`src/rtl/dm_cache.sv`:
```
// ----------------------------------------------------------------------------
// dm_cache : direct-mapped, write-back, write-allocate cache (32-byte lines)
// Revision : 1.0
// ----------------------------------------------------------------------------
`timescale 1ns/1ps
`default_nettype none

module dm_cache #(
  parameter int S_INDEX = 3
) (
  input  logic          clk,
  input  logic          rst,
  input  logic          mem_read,
  input  logic          mem_write,
  input  logic [3:0]    mem_byte_enable,
  input  logic [31:0]   mem_address,
  input  logic [31:0]   mem_wdata,
  output logic [31:0]   mem_rdata,
  output logic          mem_resp,
  output logic          pmem_read,
  output logic          pmem_write,
  output logic [31:0]   pmem_address,
  output logic [255:0]  pmem_wdata,
  input  logic [255:0]  pmem_rdata,
  input  logic          pmem_resp
);

  localparam int SETS  = 1 << S_INDEX;
  localparam int TAG_W = 27 - S_INDEX;

  typedef enum logic [1:0] {
    IDLE      = 2'd0,
    CHECK     = 2'd1,
    WRITEBACK = 2'd2,
    ALLOCATE  = 2'd3
  } state_t;

  state_t             state_q, state_d;
  logic [SETS-1:0]    valid_q, dirty_q;
  logic [TAG_W-1:0]   tag_q  [SETS];
  logic [255:0]       data_q [SETS];

  logic [TAG_W-1:0]   w_tag;
  logic [S_INDEX-1:0] w_idx;
  logic [7:0]         w_bit_off;
  logic               w_hit;
  logic [255:0]       w_line;
  logic [31:0]        w_cur_word;
  logic [31:0]        w_merged_word;
  logic [255:0]       w_line_wr;
  logic               w_hit_wr_en;
  logic               w_fill_en;
  logic               w_wb_done;
  logic               w_unused;

  assign w_tag      = mem_address[31:5+S_INDEX];
  assign w_idx      = mem_address[4+S_INDEX:5];
  assign w_bit_off  = {mem_address[4:2], 5'b0};
  assign w_line     = data_q[w_idx];
  assign w_cur_word = w_line[w_bit_off +: 32];
  assign w_hit      = valid_q[w_idx] && (tag_q[w_idx] == w_tag);
  assign w_unused   = ^mem_address[1:0];

  always_comb begin
    w_merged_word = w_cur_word;
    for (int i = 0; i < 4; i++) begin
      if (mem_byte_enable[i]) begin
        w_merged_word[8*i +: 8] = mem_wdata[8*i +: 8];
      end
    end
    w_line_wr = w_line;
    w_line_wr[w_bit_off +: 32] = w_merged_word;
  end

  // Outputs depend only on state and the held CPU request, never on pmem_*.
  always_comb begin
    state_d      = state_q;
    mem_resp     = 1'b0;
    mem_rdata    = 32'h0;
    pmem_read    = 1'b0;
    pmem_write   = 1'b0;
    pmem_address = 32'h0;
    pmem_wdata   = 256'h0;
    w_hit_wr_en  = 1'b0;
    w_fill_en    = 1'b0;
    w_wb_done    = 1'b0;
    case (state_q)
      IDLE: begin
        if (mem_read || mem_write) begin
          state_d = CHECK;
        end
      end
      CHECK: begin
        if (w_hit) begin
          mem_resp    = 1'b1;
          mem_rdata   = w_cur_word;
          w_hit_wr_en = mem_write;
          state_d     = IDLE;
        end else if (valid_q[w_idx] && dirty_q[w_idx]) begin
          state_d = WRITEBACK;
        end else begin
          state_d = ALLOCATE;
        end
      end
      WRITEBACK: begin
        pmem_write   = 1'b1;
        pmem_address = {tag_q[w_idx], w_idx, 5'b0};
        pmem_wdata   = w_line;
        if (pmem_resp) begin
          w_wb_done = 1'b1;
          state_d   = ALLOCATE;
        end
      end
      ALLOCATE: begin
        pmem_read    = 1'b1;
        pmem_address = {mem_address[31:5], 5'b0};
        if (pmem_resp) begin
          w_fill_en = 1'b1;
          state_d   = CHECK;
        end
      end
      default: state_d = IDLE;
    endcase
  end

  always_ff @(posedge clk or posedge rst) begin
    if (rst) begin
      state_q <= IDLE;
      valid_q <= '0;
      dirty_q <= '0;
    end else begin
      state_q <= state_d;
      if (w_hit_wr_en) begin
        dirty_q[w_idx] <= 1'b1;
      end
      if (w_wb_done) begin
        dirty_q[w_idx] <= 1'b0;
      end
      if (w_fill_en) begin
        valid_q[w_idx] <= 1'b1;
        dirty_q[w_idx] <= 1'b0;
      end
    end
  end

  // Tag and data arrays carry no reset; a fill cannot fire while in reset.
  always_ff @(posedge clk) begin
    if (w_fill_en) begin
      data_q[w_idx] <= pmem_rdata;
      tag_q[w_idx]  <= w_tag;
    end else if (w_hit_wr_en) begin
      data_q[w_idx] <= w_line_wr;
    end
  end

endmodule

`default_nettype wire
```
`config.mk`:
```
export PLATFORM = sky130hd
export DESIGN_NAME = dm_cache
export DESIGN_NICKNAME = d
export VERILOG_FILES = /design/src/rtl/dm_cache.sv
export SDC_FILE = /design/constraint.sdc
export NUM_CORES = 2
export LEC_CHECK = 0
export ABC_AREA = 0
export ABC_CLOCK_PERIOD_IN_PS = 24100
export BUFFER_PORTS_ARGS = -buffer_cell sky130_fd_sc_hd__clkbuf_2
export CELL_PAD_IN_SITES_DETAIL_PLACEMENT = 1
export CELL_PAD_IN_SITES_GLOBAL_PLACEMENT = 1
export CORE_MARGIN = 2
export CORE_UTILIZATION = 52
export DETAILED_ROUTE_END_ITERATION = 7
export PLACE_DENSITY_LB_ADDON = 0.25
export SLEW_MARGIN = 0
export SYNTH_ARGS = -nofsm -noshare
export SYNTH_HDL_FRONTEND = slang
export SYNTH_SLANG_ARGS = --single-unit
export TNS_END_PERCENT = 20
```
`constraint.sdc`:
```
create_clock -name clk -period 24.1 [get_ports clk]
set_input_delay 2.41 -clock clk [delete_from_list [all_inputs] [get_ports clk]]
set_output_delay 2.41 -clock clk [all_outputs]
set_load 0.02 [all_outputs]
```
==> impl_metrics.py <==
metrics = {
    "run_status": {
        "violations": "max-capacitance violations, max-slew violations",
        "status": "finished, violations left",
    },
    "global_routing": {
        "grt_use_met3_pct": 12.70,
        "grt_max_degree": 130,
        "overflow": 0,
        "met2_usage_pct": 61.38,
        "antenna_found_initial": 52,
        "grt_pass1_vias": 66503,
        "grt_pass1_wl_mm": 546.0,
        "grtUsageTotal_pct": 42.54,
        "grtUsageMet1_pct": 51.40,
        "top_usage_layer": "met2",
    },
    "power": {
        "clock_power_share_pct": 38.1,
        "p_int_mw": 6.744,
        "leakage_nw": 37.95,
        "vdd_drop_max_v": 0.00006664,
        "power_mw": 9.199,
        "power_frac_comb_pct": 13.4,
        "p_switching_mw": 2.454,
        "power.density_nw_per_um2": 83.68,
        "seqPwrFrac_pct": 48.5,
        "sw_frac_of_total_pct": 26.68,
    },
    "cells_and_area": {
        "nFillCells": 16757,
        "utilization_pct": 59.92,
        "syn_to_final_growth_pct": 14.17,
        "register_area_um2": 67710,
        "final_area_um2": 109900,
        "nets": 6955,
        "post_route_cells_drive_above_1_share_pct": 25.71,
        "multiInputGateArea_um2": 26520,
    },
    "cts": {
        "clk_pin_slew_ns": 0.06,
        "cts_resized": 0,
        "root_buffer": "clkbuf_16",
        "h-tree-depth": 4,
        "cts-hold-fix-buffers": 0,
        "insertion_delay_ns": 0.90,
        "post-cts-setup-buffers": 0,
        "cts_tree": "done",
        "cts_buffers": 222,
        "cts_buffer_depth": 3,
        "cts_sinks": 2258,
    },
    "timing": {
        "fin_crit_sh_pct": 49.26,
        "rsz0062_at_grt": "false",
        "hold_viol": 0,
        "fin_crit_ns": 11.87,
        "setup_viol_count_final": 0,
        "max_freq_ghz": 0.08423,
        "skew_ns": 0.05031,
        "tightest_slew_ns": 1.678,
        "relSlewSlack_pct": -13.08,
        "finalMaxSlewViolations": 3,
    },
    "worst_setup_path": {
        "critPathKind": "in2out",
        "cp.depth": 13,
        "reg2reg_depth": 12,
        "start_kind": "input pin",
        "cp_num_buf_inv": 5,
        "slowest_stage": "buf_4",
        "cp-end-kind": "primary output",
        "crit_fanout": 74,
        "cp.arrival_ns": 9.46,
        "path_delay_family": "buffers and inverters",
        "critPathMaxStageDelay_ns": 0.80,
        "crit_top_cell": "buf_4",
        "crit_chain": "buf_8 > buf_4 > buf_4 > and2_2 > a22o_1 > a211oi_1 > xnor2_1 > nor4_1 > and4_1 > nand2_2 > buf_4 > a2111oi_0 > clkbuf_2",
        "critPathRequiredTime_ns": 21.69,
    },
    "placed_design": {
        "hpwlAfterDp_mm": 248.7,
        "routabilityCongestion": 0.9227,
        "place_area_um2": 102700,
        "io_buffers": 644,
    },
    "logic_synthesis": {
        "ys_top_cells_by_area": "edfxtp_1, mux2i_1, mux2_2, mux4_2, mux2_1",
        "async_reset_ff_share_pct": 0.7972,
        "syn_inst": 5943,
        "syn_area_per_cell_um2": 16.20,
        "yosys_warnings": 0,
        "synth_edf_count": 2240,
        "netlist.area_leader.share_pct": 69.86,
        "synthTopCellsByCount": "edfxtp_1, mux2i_1, nor2_1",
        "ys_ff_latch": 2258,
        "netlist_area_um2": 96290,
        "synthMostInstantiatedCell": "edfxtp_1",
        "ys_types": 94,
        "yosysTopAreaCell": "edfxtp_1",
        "ys.flop_type": "edfxtp_1",
        "ys_seq_area_share_pct": 70.33,
    },
    "routing": {
        "dr.pass1.iters": 6,
        "via_per_inst": 7.239,
        "wl_per_cell_um": 43.46,
        "drt-total-wl_mm": 403.9,
        "drtAntennaViolNets": 0,
        "vias": 67275,
        "remaining_drc_errors": 0,
        "drt-initial-drc-count": 11422,
    },
    "floorplanning": {
        "io-pin-count": 652,
        "die_area_um2": 188600,
        "start_util_pct": 52.48,
        "dieWidth_um": 434.3,
        "coreArea_um2": 183500,
        "fp.dieH_um": 434.3,
        "core.rowCount": 157,
    },
    "hold_path": {
        "holdPathStages": 1,
        "hold_class": "reg2reg",
    },
    "run": {
        "drv_cap": 1,
    },
}
## stage by stage
step                hold WS (ns)  std cells  worst slack, ns  setup TNS [ns]
CTS                       0.4687       9262            12.36               0
floorplan                 0.4337       5947          -0.2220         -113.66
global placement          0.4462       8856            12.58               0
finish                    0.4659       9294            12.23               0
detailed placement        0.4539       8856            12.40               0
global route              0.4804       9270            12.26               0
## metal layers
metal	part of all wire (%)	up-vias
met5	0.031	-
met4	11	20
met3	13	1643
met2	44	6130
met1	32	34180
li1	-	25302
## sequential cells by signal, indices dropped and copies added, names as in the netlist
name / flops
data_q: 2048
tag_q: 192
dirty_q: 8
valid_q: 8
state_q: 2
## power by group through the flow
stage / Clock, mW / Sequential (mW) / Combinational, mW
final: 3.51 / 4.46 / 1.23
after global routing: 3.62 / 4.47 / 1.24
after CTS: 3.48 / 4.46 / 1.18
after detailed placement: 0 / 4.54 / 1.17
after global placement: 0 / 4.53 / 1.14
after floorplan: 0 / 4.59 / 0.605
## final cells by class
| cell class | count | area share (%) |
|---|---|---|
| repair buffers | 883 | 4.699 |
| multi-input cells | 3201 | 24.12 |
| diodes | 31 | 0.07057 |
| clock buffers | 278 | 5.388 |
| flip-flops and latches | 2258 | 61.60 |
| well taps | 2464 | 2.804 |
| inverters | 51 | 0.1923 |
| clock inverters | 128 | 1.127 |
## cells by family after synthesis
family	after synthesis	share of synthesized area, %
AOI/OAI and AO/OA	1211	9.285
xor gates and xnor gates	18	0.1637
adders and majority gates	9	0.1170
buffers and inverters	488	2.560
DFF	2258	70.33
muxes	1005	12.92
other	1	0.003895
and+or+nand+nor	953	4.621
## cells in the final DEF (no fill, tap or decap), types with 21 or more instances in the layout
cell       count
mux2i_1      415
a31oi_1       48
buf_4        230
o32ai_1       28
o211ai_1      25
a211oi_1      25
a222oi_1      28
mux2_1       149
clkbuf_2     640
and2_1       101
mux4_2       146
clkinv_1      55
a221oi_1     106
mux2_2       293
clkinv_2      40
clkbuf_16    228
diode_2       31
o22ai_1      154
a22o_1        54
a221o_1       66
nand3_1       37
nand2b_1      29
clkbuf_1      47
bufinv_16     25
o2bb2ai_1     63
nor3_1        37
o21ai_0      154
a22oi_1      144
a21oi_1      127
inv_1         46
edfxtp_1    2240
nor2_1       334
nand2_1      256
a32o_1        21
## path summary, 6_finish.rpt
check	from	endpoint	slack (ns)
worst max-delay path	mem_address[6]	mem_rdata[2]	12.23
worst min-delay path	valid_q[0]$_DFFE_PP0P_	valid_q[0]$_DFFE_PP0P_	0.47
worst max register to register	tag_q[0][1]$_DFFE_PP_	data_q[0][45]$_DFFE_PP_	17.01
worst min register to register	valid_q[0]$_DFFE_PP0P_	valid_q[0]$_DFFE_PP0P_	0.47
max in group asynchronous	rst	valid_q[1]$_DFFE_PP0P_	21.97
min in group asynchronous	rst	dirty_q[4]$_DFF_PP0_	1.66
Power figures use the tool's default switching activity.
